`src/rtl/cache_miss_ctrl.sv`:
```
// Miss controller for a 4-way set-associative L1: serves hits, latches the victim on a miss,
// and runs the optional dirty writeback followed by the line fill over the pmem handshake.
module cache_miss_ctrl #(
    parameter int unsigned TAG_W    = 9,
    parameter int unsigned SET_W    = 3,
    parameter int unsigned OFFSET_W = 4
) (
    input  logic                              clk,
    input  logic                              reset,
    input  logic                              mem_read,
    input  logic                              mem_write,
    input  logic [TAG_W+SET_W+OFFSET_W-1:0]   mem_address,
    input  logic [3:0]                        hit,
    input  logic [3:0]                        valid,
    input  logic [3:0]                        dirty,
    input  logic [4*TAG_W-1:0]                way_tags,
    input  logic [1:0]                        replace_way,
    input  logic                              pmem_resp,
    output logic                              mem_resp,
    output logic                              pmem_read,
    output logic                              pmem_write,
    output logic [TAG_W+SET_W+OFFSET_W-1:0]   pmem_address,
    output logic [3:0]                        load_way,
    output logic [3:0]                        set_dirty,
    output logic [3:0]                        clear_dirty,
    output logic [3:0]                        lru_way
);

    localparam int unsigned ADDR_W = TAG_W + SET_W + OFFSET_W;

    typedef enum logic [1:0] {
        S_IDLE      = 2'd0,
        S_WRITEBACK = 2'd1,
        S_FILL      = 2'd2
    } state_t;

    state_t              r_state;
    state_t              w_next_state;
    logic [1:0]          r_victim;
    logic [ADDR_W-1:0]   r_addr;
    logic                r_rst_q;

    logic                w_req;
    logic                w_block;
    logic                w_latch;
    logic                w_victim_wb;
    logic [3:0]          w_hit_oh;
    logic [3:0]          w_victim_oh;
    logic [TAG_W-1:0]    w_victim_tag;
    logic [SET_W-1:0]    w_set;
    logic                w_unused_offset;

    assign w_req           = mem_read | mem_write;
    assign w_block         = reset | r_rst_q;
    assign w_hit_oh        = hit & (~hit + 4'd1);
    assign w_victim_oh     = 4'b0001 << r_victim;
    assign w_victim_wb     = valid[replace_way] & dirty[replace_way];
    assign w_set           = r_addr[OFFSET_W +: SET_W];
    assign w_unused_offset = ^r_addr[OFFSET_W-1:0];

    // Stored tag of the latched victim way, used to form the writeback address
    always_comb begin
        w_victim_tag = '0;
        for (int i = 0; i < 4; i++) begin
            if (r_victim == 2'(i)) begin
                w_victim_tag = way_tags[i*TAG_W +: TAG_W];
            end
        end
    end

    // State, victim and miss address registers; r_rst_q masks the cycle after reset
    always_ff @(posedge clk) begin
        if (reset) begin
            r_state  <= S_IDLE;
            r_victim <= 2'd0;
            r_addr   <= '0;
            r_rst_q  <= 1'b1;
        end else begin
            r_state <= w_next_state;
            r_rst_q <= 1'b0;
            if (w_latch) begin
                r_victim <= replace_way;
                r_addr   <= mem_address;
            end
        end
    end

    // Next-state and handshake outputs
    always_comb begin
        w_next_state = r_state;
        w_latch      = 1'b0;
        mem_resp     = 1'b0;
        pmem_read    = 1'b0;
        pmem_write   = 1'b0;
        pmem_address = '0;
        load_way     = 4'b0000;
        set_dirty    = 4'b0000;
        clear_dirty  = 4'b0000;
        lru_way      = 4'b0000;
        if (!w_block) begin
            case (r_state)
                S_IDLE: begin
                    if (w_req) begin
                        if (|hit) begin
                            mem_resp = 1'b1;
                            lru_way  = w_hit_oh;
                            if (mem_write) begin
                                set_dirty = w_hit_oh;
                            end
                        end else begin
                            w_latch      = 1'b1;
                            w_next_state = w_victim_wb ? S_WRITEBACK : S_FILL;
                        end
                    end
                end
                S_WRITEBACK: begin
                    pmem_write   = 1'b1;
                    pmem_address = {w_victim_tag, w_set, {OFFSET_W{1'b0}}};
                    if (pmem_resp) begin
                        clear_dirty  = w_victim_oh;
                        w_next_state = S_FILL;
                    end
                end
                S_FILL: begin
                    pmem_read    = 1'b1;
                    pmem_address = {r_addr[ADDR_W-1:OFFSET_W], {OFFSET_W{1'b0}}};
                    if (pmem_resp) begin
                        load_way     = w_victim_oh;
                        w_next_state = S_IDLE;
                    end
                end
                default: begin
                    w_next_state = S_IDLE;
                end
            endcase
        end
    end

endmodule

```
`config.mk`:
```
export PLATFORM = sky130hd
export DESIGN_NAME = cache_miss_ctrl
export DESIGN_NICKNAME = d
export VERILOG_FILES = /design/src/rtl/cache_miss_ctrl.sv
export SDC_FILE = /design/constraint.sdc
export NUM_CORES = 1
export LEC_CHECK = 0
export CAP_MARGIN = 20
export CORE_UTILIZATION = 33
export DETAILED_ROUTE_END_ITERATION = 8
export GPL_TIMING_DRIVEN = 0
export PLACE_DENSITY_LB_ADDON = 0.08
export RECOVER_POWER = 100
export SLEW_MARGIN = 20
export SYNTH_ARGS = -nofsm -noshare
export SYNTH_HDL_FRONTEND = slang
export SYNTH_SLANG_ARGS = --single-unit
```
`constraint.sdc`:
```
create_clock -name clk -period 2.3 [get_ports clk]
set_input_delay 0.23 -clock clk [delete_from_list [all_inputs] [get_ports clk]]
set_output_delay 0.23 -clock clk [all_outputs]
set_load 0.05 [all_outputs]
```
Yosys cells after proc, flatten, opt, wreduce, memory -nomap -nowiden
Index checks and enable logic that the tools add are counted.

Flip-flop bits (word level): 21. Output and inout bits: 35.

$add $sub $neg: 1. Order comparisons: 1. Equality and inequality tests: 9. Shifts and indexed selects: 1. Muxes and demuxes: 43. Bitwise operators: 6. Reductions and logical operators: 4.

Operators with widths (number): $mux W4 (14); $mux W9 (4); $pmux W16 S2 (1); $mux W16 (1); $mux W1 (15); $mux W2 (5); $ne A2 B2 Y1 const B (4); $eq A2 B2 Y1 const B (3); $pmux W2 S3 (1); $reduce_and A5 Y1 (1); $add A4 B1 Y4 const B (1); $and A4 B4 Y4 (1); $bmux W1 S2 (2); $eq A2 B1 Y1 const B (2); $logic_not A2 Y1 (2); $not A4 Y4 (1); $reduce_or A4 Y1 (1); $shl A1 B2 Y4 const A (1); $lt A2 B3 Y1 const B (1); $or A1 B1 Y1 (2); $and A1 B1 Y1 (1); $not A1 Y1 (1).

Longest topological paths before layout
Depth after elaboration: 8. Depth in mapped cells: 7.

Least setup slack after synthesis
No wires, ideal clock.

Path kind: register to output. Start: register r_state[0]. End: output load_way[0]. Data arrival time: 2.544 ns. Setup slack: -0.474 ns. Stages on the path, launching flop included: 7. Buffers on the path: 1. Path through: dfxtp_1 > inv_1 > ha_1 > clkbuf_1 > and2_1 > nand2_1 > nor3_1.

Longest elaborated chain between the ends: 3.

RTL lines: start: declaration (line 37) `state_t r_state;`; start signal: assignment (line 79) `r_state <= w_next_state;`; $eq A2 B2 Y1 (line 101) `case (r_state)`; $mux W4 (line 101); $mux W4 (line 100) `if (!w_block) begin`; end: declaration (line 23) `output logic [3:0] load_way,`.

No other way between the ends.

Worst setup path after layout
Start: input reset. End: output pmem_address[4].

Longest elaborated chain between the ends: 2.

RTL lines: start: declaration (line 9) `input logic reset,`; $or A1 B1 Y1 (line 54) `assign w_block = reset | r_rst_q;`; $mux W16 (line 100); end: declaration (line 22) `output logic [TAG_W+SET_W+OFFSET_W-1:0] pmem_address,`.

No other way between the ends.

==> flow_metrics.tcl <==
set metrics [dict create \
    final_cells 295 \
    synth.avg_cell_area_um2 8.862 \
    post-cts-setup-buffers 0 \
    fillers 382 \
    setup_ws_ns 0.1287 \
    antenna_found_initial 0 \
    p_clk_share_pct 30.5 \
    drive_above_1_share_pct 20.65 \
    min_path_cells 1 \
    whs_ns 0.4672 \
    skew_ns 0.005379 \
    maxCapViolCount 0 \
    portBuffers 97 \
    final_hold_viol_count 0 \
    swShare_pct 24.58 \
    grt_start_max_net_pins 12 \
    die_area_um2 4147 \
    max_stage_delay_ns 0.42 \
    synthesis.area_um2 1285 \
    total_power_mw 0.7284 \
    drt_iter0_drc 50 \
    met3_wirelength_um 251 \
    dp_slack_ns -0.5191 \
    r2r_cells 7 \
    vdd_ir_drop_max_mv 0.2118 \
    nets 322 \
    clock_path_buffers 2 \
    synth_seq_area_share_pct 26.48 \
    crit_chain "clkdlybuf4s50_1 > clkbuf_8 > nor2_2 > nand2_2 > nor2_2 > and2_1 > clkdlybuf4s15_2" \
    intPower_mw 0.5494 \
    drt_wl_total_um 3832 \
    comb_power_share_pct 28.5 \
    cellLeakagePower_nw 0.8289 \
    critPathLaunchType "input pin" \
    cp_num_cells 7 \
    viasPerCell 4.881 \
    clock_sinks 17 \
    dp_hpwl_um 3058 \
    first_pass_iters 4 \
    die_y_um 64.40 \
    synth_cell_type_count 30 \
    place.gp.congestion 0.7069 \
    multi_input_area_um2 862.1 \
    post-route-drc-count 0 \
    track_usage_pct 20.17 \
    final_core_util_pct 62.58 \
    required_ns 2.07 \
    drtAntennaViolNets 0 \
    layout_common_cells "66 x clkdlybuf4s50_1, 40 x nor2_1, 16 x dfxtp_1" \
    rsz0062_at_grt "false" \
    criticalPathCategory "input pin to output port" \
    placed_area_um2 2337 \
    fp.dieW_um 64.40 \
    hold_buffers 0 \
    worst_pin_slew_ns 0.6233 \
    fin_crit_sh_pct 94.40 \
    coreArea_um2 3689 \
    worst_setup_path_end_kind "output port" \
    numCtsBuffers 3 \
    synth_warnings 0 \
    clkTransAtPathRegs_ns 0.06 \
    num_antenna_cells 0 \
    critPathTopFamily "buffers and inverters" \
    wl_met2_um 1934 \
    min_path_type "input pin to flip-flop" \
    max_freq_ghz 0.4606 \
    cts_root_buf "clkbuf_8" \
    cp_max_fo 10 \
    worst_path_max_delay_cell "clkdlybuf4s50_1" \
    wire_per_inst_um 12.99 \
    io_pins 106 \
    syn_inst 145 \
    cp.arrival_ns 1.94 \
    start_util_pct 34.84 \
    crit_top_cell "nor2_2" \
    register_area_um2 344.1 \
    cp.buffers_inverters 3 \
    tritoncts "done" \
    slew_headroom_pct 58.63 \
    vias 1440 \
    rows 22 \
    min_period_ns 2.171 \
    globalRouteOverflowTotal 0 \
    htree_levels 1 \
    drv_slew 0 \
    power.density_nw_per_um2 315.5 \
    wl_met1_um 1614 \
    grt_pass1_vias 1510 \
    clkLatencyLatePin_ns 0.25 \
    ys_ff_latch 17 \
    place_inst 293 \
    tns_ns 0 \
    layout_commonest_cell "clkdlybuf4s50_1" \
    status "completed" \
    area_delta_synth_final_pct 79.65 \
    grt_pass1_wl_um 6492 \
    dr.max_layer_used "met4" \
    p_switching_mw 0.1790 \
    setup-violations-final 0 \
    stdcell_area_um2 2308 \
    seqPwrFrac_pct 41.0 \
]
-- cells by family (layout without fill, tap and decap cells) --
family | Yosys count | in the layout | share of synthesized area, %
adders and majority gates | 3 | 3 | 2.921
AOI/OAI and AO/OA | 16 | 16 | 8.569
buffers and inverters | 15 | 114 | 8.179
muxes | 24 | 24 | 28.43
and+or+nand+nor | 69 | 69 | 25.12
DFF | 17 | 17 | 26.49
other | 1 | 4 | 0.2918
-- path summary, 6_finish.rpt --
path / from / endpoint / slack (ns)
hold / removal: reset / r_rst_q$_DFF_P_ / 0.47
setup / recovery: reset / pmem_address[4] / 0.13
setup reg to reg: r_state[0]$_SDFFE_PP0P_ / r_addr[15]$_SDFFE_PP0P_ / 0.32
hold reg to reg: r_addr[6]$_SDFFE_PP0P_ / r_addr[6]$_SDFFE_PP0P_ / 0.49
-- state kept, by name, indices dropped and copies added, names as in the netlist --
register	count
r_state	2
r_victim	2
r_rst_q	1
r_addr	12
-- metal layers --
metal	global-route usage, %	up-vias
li1	-	709
met1	23.28	670
met2	36.84	57
met3	4.821	4
met4	5.000	0
met5	0	-
-- Yosys cell counts --
cell / count / area (um^2)
nor2b_1: 1 / 6.260
nand3_1: 1 / 5.000
nand2_1: 10 / 37.54
o31ai_1: 1 / 7.510
or4_4: 1 / 11.26
o21ai_0: 2 / 10.01
o21a_1: 1 / 7.510
mux2i_1: 14 / 140.1
and2_1: 6 / 37.54
nand3b_1: 1 / 7.510
a211oi_1: 1 / 7.510
nand2b_1: 2 / 12.51
dlygate4sd1_1: 1 / 8.760
dfxtp_1: 17 / 340.3
nor4_4: 1 / 21.27
conb_1: 1 / 3.750
buf_4: 4 / 30.03
mux4_2: 10 / 225.2
or4b_2: 1 / 10.01
inv_1: 3 / 11.26
clkbuf_8: 2 / 27.53
ha_1: 3 / 37.54
a21oi_1: 2 / 10.01
nor2_1: 42 / 157.7
clkbuf_1: 3 / 11.26
or3_1: 1 / 6.260
nor3_1: 2 / 10.01
buf_6: 1 / 11.26
a22oi_1: 9 / 67.56
buf_2: 1 / 5.000
-- what timing repair did --
item,CTS,global route
pin swaps,0,0
endpoints found under the hold margin,0,0
setup endpoints to repair,30,27
resized for setup,73,30
-- final cells by class --
cell class                      instances  share of cell area [%]
Clock buffer                            3                   1.789
Sequential cell                        17                   14.91
Tap cell                               48                   2.602
Timing Repair Buffer                   97                   38.59
Multi-Input combinational cell        116                   37.34
Inverter                                3                  0.4878
Buffer                                 10                   4.065
Clock inverter                          1                  0.2168
-- power by group through the flow --
stage               Clock (mW)  Sequential [mW]  Combinational (mW)
floorplan                    0            0.306              0.0813
global route             0.250            0.299               0.223
CTS                      0.230            0.300               0.209
detailed placement           0            0.306               0.210
finish                   0.222            0.299               0.208
global placement             0            0.306               0.209
No activity file was read; power rests on OpenSTA's default activity.
